### config.mk
export PLATFORM = sky130hd
export DESIGN_NAME = data_cache_flat
export DESIGN_NICKNAME = d
export VERILOG_FILES = /design/src/rtl/mips_pkg.sv /design/src/rtl/data_cache_if.sv /design/src/rtl/cache_tag_ram.sv /design/src/rtl/data_cache.sv /design/src/flat_wrapper.sv
export SDC_FILE = /design/constraint.sdc
export NUM_CORES = 2
export LEC_CHECK = 0
export ABC_AREA = 1
export CORE_MARGIN = 5
export CORE_UTILIZATION = 25
export CTS_CLUSTER_SIZE = 12
export DETAILED_ROUTE_END_ITERATION = 6
export GPL_ROUTABILITY_DRIVEN = 0
export HOLD_SLACK_MARGIN = 0.03
export PLACE_DENSITY_LB_ADDON = 0.08
export SYNTH_ARGS = -nofsm -noshare
export SYNTH_HDL_FRONTEND = slang
export SYNTH_HIERARCHICAL = 1
export SYNTH_SLANG_ARGS = --single-unit
### constraint.sdc
create_clock -name clk -period 17.31 [get_ports clk]
set_input_delay 2.5965 -clock clk [delete_from_list [all_inputs] [get_ports clk]]
set_output_delay 2.5965 -clock clk [all_outputs]
set_load 0.01 [all_outputs]
### src/rtl/mips_pkg.sv
// Shared types for the core-side memory path: big-endian byte-lane word and
// the data cache controller states.
package mips_pkg;

  // Lane [0] is the most significant byte of the word.
  typedef logic [0:3][7:0] word_t;

  typedef enum logic [1:0] {
    IDLE  = 2'd0,
    FILL  = 2'd1,
    WRITE = 2'd2
  } state_t;

endpackage

### src/rtl/data_cache_if.sv
// Backing-memory bus between the data cache (master) and memory (slave).
interface data_cache_if;
  import mips_pkg::*;

  logic        mem_req;
  logic        mem_we;
  logic [31:0] mem_addr;
  word_t       mem_wdata;
  word_t       mem_rdata;
  logic        mem_ack;

  modport master (
    output mem_req, mem_we, mem_addr, mem_wdata,
    input  mem_rdata, mem_ack
  );

  modport slave (
    input  mem_req, mem_we, mem_addr, mem_wdata,
    output mem_rdata, mem_ack
  );

endinterface

### src/rtl/cache_tag_ram.sv
// Valid/tag/data line store: one synchronous write port, one asynchronous read
// port. Only the valid bits are reset; tags and data hold whatever was there.
module cache_tag_ram
  import mips_pkg::*;
#(
  parameter int NUM_LINES = 64,
  parameter int IDX_W     = $clog2(NUM_LINES)
) (
  input  logic                clk,
  input  logic                rst_b,
  input  logic [IDX_W-1:0]    rd_idx,
  output logic                rd_valid,
  output logic [29-IDX_W:0]   rd_tag,
  output word_t               rd_data,
  input  logic                wr_en,
  input  logic [IDX_W-1:0]    wr_idx,
  input  logic [29-IDX_W:0]   wr_tag,
  input  word_t               wr_data
);

  localparam int TAG_W = 30 - IDX_W;

  logic [NUM_LINES-1:0] valid_q;
  logic [NUM_LINES-1:0] valid_d;
  logic [TAG_W-1:0]     tag_mem  [NUM_LINES];
  word_t                data_mem [NUM_LINES];

  always_comb begin
    valid_d = valid_q;
    if (wr_en) begin
      valid_d[wr_idx] = 1'b1;
    end
  end

  always_ff @(posedge clk or posedge rst_b) begin
    if (rst_b) begin
      valid_q <= '0;
    end else begin
      valid_q <= valid_d;
    end
  end

  always_ff @(posedge clk) begin
    if (wr_en) begin
      tag_mem[wr_idx]  <= wr_tag;
      data_mem[wr_idx] <= wr_data;
    end
  end

  assign rd_valid = valid_q[rd_idx];
  assign rd_tag   = tag_mem[rd_idx];
  assign rd_data  = data_mem[rd_idx];

endmodule

### src/rtl/data_cache.sv
// Direct-mapped, write-through, no-write-allocate data cache with zero-wait
// read hits. Define DATA_CACHE_STATS_EN to add hit_count/miss_count outputs.
module data_cache
  import mips_pkg::*;
#(
  parameter int NUM_LINES = 64,
  parameter int IDX_W     = $clog2(NUM_LINES)
) (
  input  logic         clk,
  input  logic         rst_b,
  input  logic [31:0]  core_addr,
  input  logic         core_re,
  input  logic         core_we,
  input  word_t        core_wdata,
  output word_t        core_rdata,
  output logic         stall,
  data_cache_if.master mem
`ifdef DATA_CACHE_STATS_EN
  ,
  output logic [31:0]  hit_count,
  output logic [31:0]  miss_count
`endif
);

  localparam int TAG_W = 30 - IDX_W;

  state_t             state_q;
  state_t             state_d;
  logic [IDX_W-1:0]   line_idx;
  logic [TAG_W-1:0]   line_tag;
  logic               rd_valid;
  logic [TAG_W-1:0]   rd_tag;
  word_t              rd_data;
  logic               hit;
  logic               wr_en;
  word_t              wr_data;
  logic               addr_lsb_unused;

  assign line_idx        = core_addr[2 +: IDX_W];
  assign line_tag        = core_addr[31 -: TAG_W];
  assign addr_lsb_unused = ^core_addr[1:0];

  cache_tag_ram #(
    .NUM_LINES (NUM_LINES),
    .IDX_W     (IDX_W)
  ) u_tag_ram (
    .clk      (clk),
    .rst_b    (rst_b),
    .rd_idx   (line_idx),
    .rd_valid (rd_valid),
    .rd_tag   (rd_tag),
    .rd_data  (rd_data),
    .wr_en    (wr_en),
    .wr_idx   (line_idx),
    .wr_tag   (line_tag),
    .wr_data  (wr_data)
  );

  assign hit = rd_valid && (rd_tag == line_tag);

  always_comb begin
    state_d    = state_q;
    stall      = 1'b0;
    core_rdata = '0;
    wr_en      = 1'b0;
    wr_data    = core_wdata;
    case (state_q)
      IDLE: begin
        if (core_we) begin
          stall   = 1'b1;
          state_d = WRITE;
        end else if (core_re) begin
          if (hit) begin
            core_rdata = rd_data;
          end else begin
            stall   = 1'b1;
            state_d = FILL;
          end
        end
      end
      FILL: begin
        if (mem.mem_ack) begin
          wr_en      = 1'b1;
          wr_data    = mem.mem_rdata;
          core_rdata = mem.mem_rdata;
          state_d    = IDLE;
        end else begin
          stall = 1'b1;
        end
      end
      WRITE: begin
        // No write-allocate: a store only refreshes a line it already owns.
        if (mem.mem_ack) begin
          wr_en   = hit;
          state_d = IDLE;
        end else begin
          stall = 1'b1;
        end
      end
      default: state_d = IDLE;
    endcase
    if (rst_b) begin
      stall      = 1'b0;
      wr_en      = 1'b0;
      core_rdata = '0;
    end
  end

  always_ff @(posedge clk or posedge rst_b) begin
    if (rst_b) begin
      state_q <= IDLE;
    end else begin
      state_q <= state_d;
    end
  end

  // Core holds its inputs while stalled, so the bus can be driven from them.
  assign mem.mem_req   = (state_q != IDLE);
  assign mem.mem_we    = (state_q == WRITE);
  assign mem.mem_addr  = {core_addr[31:2], 2'b00};
  assign mem.mem_wdata = core_wdata;

`ifdef DATA_CACHE_STATS_EN
  logic [31:0] hit_count_q;
  logic [31:0] hit_count_d;
  logic [31:0] miss_count_q;
  logic [31:0] miss_count_d;
  logic        idle_read;

  assign idle_read = (state_q == IDLE) && core_re && !core_we;

  always_comb begin
    hit_count_d  = hit_count_q;
    miss_count_d = miss_count_q;
    if (idle_read) begin
      if (hit) begin
        hit_count_d = hit_count_q + 32'd1;
      end else begin
        miss_count_d = miss_count_q + 32'd1;
      end
    end
  end

  always_ff @(posedge clk or posedge rst_b) begin
    if (rst_b) begin
      hit_count_q  <= '0;
      miss_count_q <= '0;
    end else begin
      hit_count_q  <= hit_count_d;
      miss_count_q <= miss_count_d;
    end
  end

  assign hit_count  = hit_count_q;
  assign miss_count = miss_count_q;
`endif

endmodule

### src/flat_wrapper.sv
// flat-port wrapper written by rule: the top's interface ports become plain ports
module data_cache_flat import mips_pkg::*;
#(
  parameter int NUM_LINES = 64,
  parameter int IDX_W     = $clog2(NUM_LINES)
)
  (clk, rst_b, core_addr, core_re, core_we, core_wdata, core_rdata, stall, mem_mem_req, mem_mem_we, mem_mem_addr, mem_mem_wdata, mem_mem_rdata, mem_mem_ack);
  data_cache_if mem_i ();
  input  logic clk;
  input  logic rst_b;
  input  logic [31:0] core_addr;
  input  logic core_re;
  input  logic core_we;
  input  word_t core_wdata;
  output word_t core_rdata;
  output logic stall;
  output wire logic [$bits(mem_i.mem_req)-1:0] mem_mem_req;
  output wire logic [$bits(mem_i.mem_we)-1:0] mem_mem_we;
  output wire logic [$bits(mem_i.mem_addr)-1:0] mem_mem_addr;
  output wire logic [$bits(mem_i.mem_wdata)-1:0] mem_mem_wdata;
  input wire logic [$bits(mem_i.mem_rdata)-1:0] mem_mem_rdata;
  input wire logic [$bits(mem_i.mem_ack)-1:0] mem_mem_ack;
  assign mem_mem_req = mem_i.mem_req;
  assign mem_mem_we = mem_i.mem_we;
  assign mem_mem_addr = mem_i.mem_addr;
  assign mem_mem_wdata = mem_i.mem_wdata;
  assign mem_i.mem_rdata = mem_mem_rdata;
  assign mem_i.mem_ack = mem_mem_ack;
  data_cache #(.NUM_LINES(NUM_LINES), .IDX_W(IDX_W)) u_core (.clk(clk), .rst_b(rst_b), .core_addr(core_addr), .core_re(core_re), .core_we(core_we), .core_wdata(core_wdata), .core_rdata(core_rdata), .stall(stall), .mem(mem_i));
endmodule
==> qor.yml <==
status: "complete, no violations"
rsz0062_at_grt: "no"
rows: 283
cp_max_fo: 82
gr-usage-met1_pct: 26.85
fill_cells: 60070
drv_cap: 0
final_cell_mix: "4091 x nand2_1, 3584 x edfxtp_1, 3412 x nand3_1"
cp-end-kind: "primary output"
cts_made_buffers: 430
grt_usage_pct: 19.07
ff2ff_path_depth: 18
critPathRequiredTime_ns: 14.71
fin_ws_ns: 4.879
min_path_cells: 1
async_reset_ff_share_pct: 1.808
met2_usage_pct: 31.65
drt_iter0_markers: 8402
die_h_um: 781.7
cp.arrival_ns: 9.83
hold_buffers: 0
clock_latency_ns: 1.05
skew_ns: 0.1018
path_class: "in2out"
ant_nets: 0
cts_max_level: 5
synth_area_per_cell_um2: 11.98
via_per_inst: 4.781
remaining_drc_errors: 0
start_util_pct: 25.07
gr-usage-met3_pct: 2.028
die_area_um2: 611000
yosys_register_bits: 3650
syn_area_um2: 148900
core-area_um2: 593800
cts_resized: 0
dr.pass1.iters: 6
grt_pass1_wl_um: 821800
worstMarginPinSlew_ns: 1.349
fin_nets: 12630
grt.busiest_layer: "met2"
place_hpwl_um: 309900
layout_commonest_cell: "nand2_1"
overflow: 0
post-place-ws_ns: 4.517
min_path_type: "reg2reg"
antenna_found_initial: 45
vdd_drop_max_v: 0.00007369
power_leakage_uw: 0.05987
start_kind: "input pin"
multiInputGateArea_um2: 34790
wire_per_inst_um: 29.08
power_density_nw_per_um2: 116.9
critPathMaxStageDelay_ns: 0.86
place_inst: 19930
clock.fmax_mhz: 80.45
crit_path_frequent_cell: "nand3_1"
path_cells: "buf_16 > buf_4 > buf_4 > buf_4 > nand2_1 > nand3_1 > nand3_1 > nand3_1 > nand3_1 > nand2_1 > nand2_1 > nand2_1 > inv_1 > nand2_1 > nand2_1 > nor2_1 > nand3_1 > nor2_4 > buf_4 > nand3_1 > nand3_1 > a21oi_1 > clkdlybuf4s50_1"
period_minus_slack_ns: 12.43
synth_cell_types: 34
cts_root_buf: "clkbuf_16"
cpMaxStageDelayCell: "nor2_4"
numPortBuffers: 195
synth_edf_count: 3584
drive_gt1_share_pct: 9.369
holdWs_ns: 0.4674
slew_headroom_pct: 9.441
fin_util_pct: 29.07
seq_area_um2: 109300
ys_seq_area_share_pct: 73.40
clkTransAtPathRegs_ns: 0.06
grt_pass1_vias: 96020
hold_viol: 0
num_vias: 99150
die_w_um: 781.7
cts_setup_buffers: 0
cts_tree: "built"
setup_violations: 0
syn_to_final_growth_pct: 15.97
drv_slew: 0
syn_inst: 12430
numClockSinks: 3650
min_period_over_period_pct: 71.81
pin_count: 200
clock_path_buffers: 4
synth_ff_type: "edfxtp_1"
grt_max_degree: 148
drt-total-wl_um: 603000
layout.cells.non_filler: 20740
yosysWarnings: 6
fin_setup_tns_ns: 0
## final cells by class
cell class | instances | share of cell area (%)
inverters | 82 | 0.2080
clock inverters | 253 | 1.215
diodes | 7 | 0.01015
flip-flops and latches | 3650 | 63.29
clock buffers | 544 | 6.575
multi-input cells | 7815 | 20.15
repair buffers | 549 | 2.866
well taps | 7837 | 5.680
## worst max-delay path: cells and delay by family
| family | cells | cell delay [ns] |
|---|---|---|
| AO/OA/AOI/OAI | 1 | 0.08 |
| AND/OR/NAND/NOR | 15 | 3.27 |
| buffers and inverters | 7 | 3.57 |
## sequential cells by signal (all words and copies together) (netlist names)
register                   flops
u_core/state_q                 2
u_core/u_tag_ram/data_mem   2048
u_core/u_tag_ram/tag_mem    1536
u_core/u_tag_ram/valid_q      64
## cells by family (layout without fill, tap and decap cells)
| logic type | after synthesis | count (layout) | share of synthesized area (%) |
|---|---|---|---|
| flip-flops | 3650 | 3650 | 73.40 |
| adder cells (fa/ha/maj) | 4 | 4 | 0.03362 |
| AND/OR/NAND/NOR | 7761 | 7761 | 22.71 |
| other | 1 | 9 | 0.002519 |
| AO/OA/AOI/OAI | 43 | 43 | 0.2219 |
| XOR/XNOR | 5 | 5 | 0.02942 |
| buffers and inverters | 966 | 1428 | 3.600 |
## Yosys cell counts (all sizes together), types with 4 or more instances
master	instances	area, um2
nand2	4122	15470
edfxtp	3584	107600
nand3	3442	17380
buf	731	4454
clkbuf	153	595.6
nor2	114	440.4
inv	80	302.8
dfrtp	66	1652
or2	65	406.6
a21oi	35	287.8
nand4	9	56.30
nor4	8	50.05
o21ai	7	35.03
ha	4	50.05
## per-layer routing
metal / routed length, um / part of all wire [%] / vias up
met5: 25 / 0.0041 / -
met3: 25270 / 4.2 / 673
met2: 285800 / 47 / 2586
li1: - / - / 44250
met1: 277800 / 46 / 51640
met4: 14060 / 2.3 / 4
## final timing paths
kind / from / end / slack [ns]
max: core_addr[2] / stall / 4.88
min: u_core/u_tag_ram/valid_q[53] / u_core/u_tag_ram/valid_q[53] / 0.47
max reg2reg: u_core/u_tag_ram/tag_mem[31][3] / u_core/u_tag_ram/tag_mem[21][15] / 9.26
min reg2reg: u_core/u_tag_ram/valid_q[53] / u_core/u_tag_ram/valid_q[53] / 0.47
max in group asynchronous: rst_b / u_core/u_tag_ram/valid_q[19] / 14.08
min in group asynchronous: rst_b / u_core/state_q[1] / 1.91
## metrics by stage
step           power [uW]  cell area, um2
2_1_floorplan       10960          148900
3_3_place_gp        11650          159200
3_5_place_dp        11660          159200
4_1_cts             20500          172600
5_1_grt             20960          172600
6_report            20190          172600
## report_power, final
part / switching (uW) / internal, uW
logic: 1170 / 320
clock network: 3780 / 4970
registers: 7.11 / 9940
total: 4960 / 15200
Note: power is estimated with default switching activity, not from simulation.
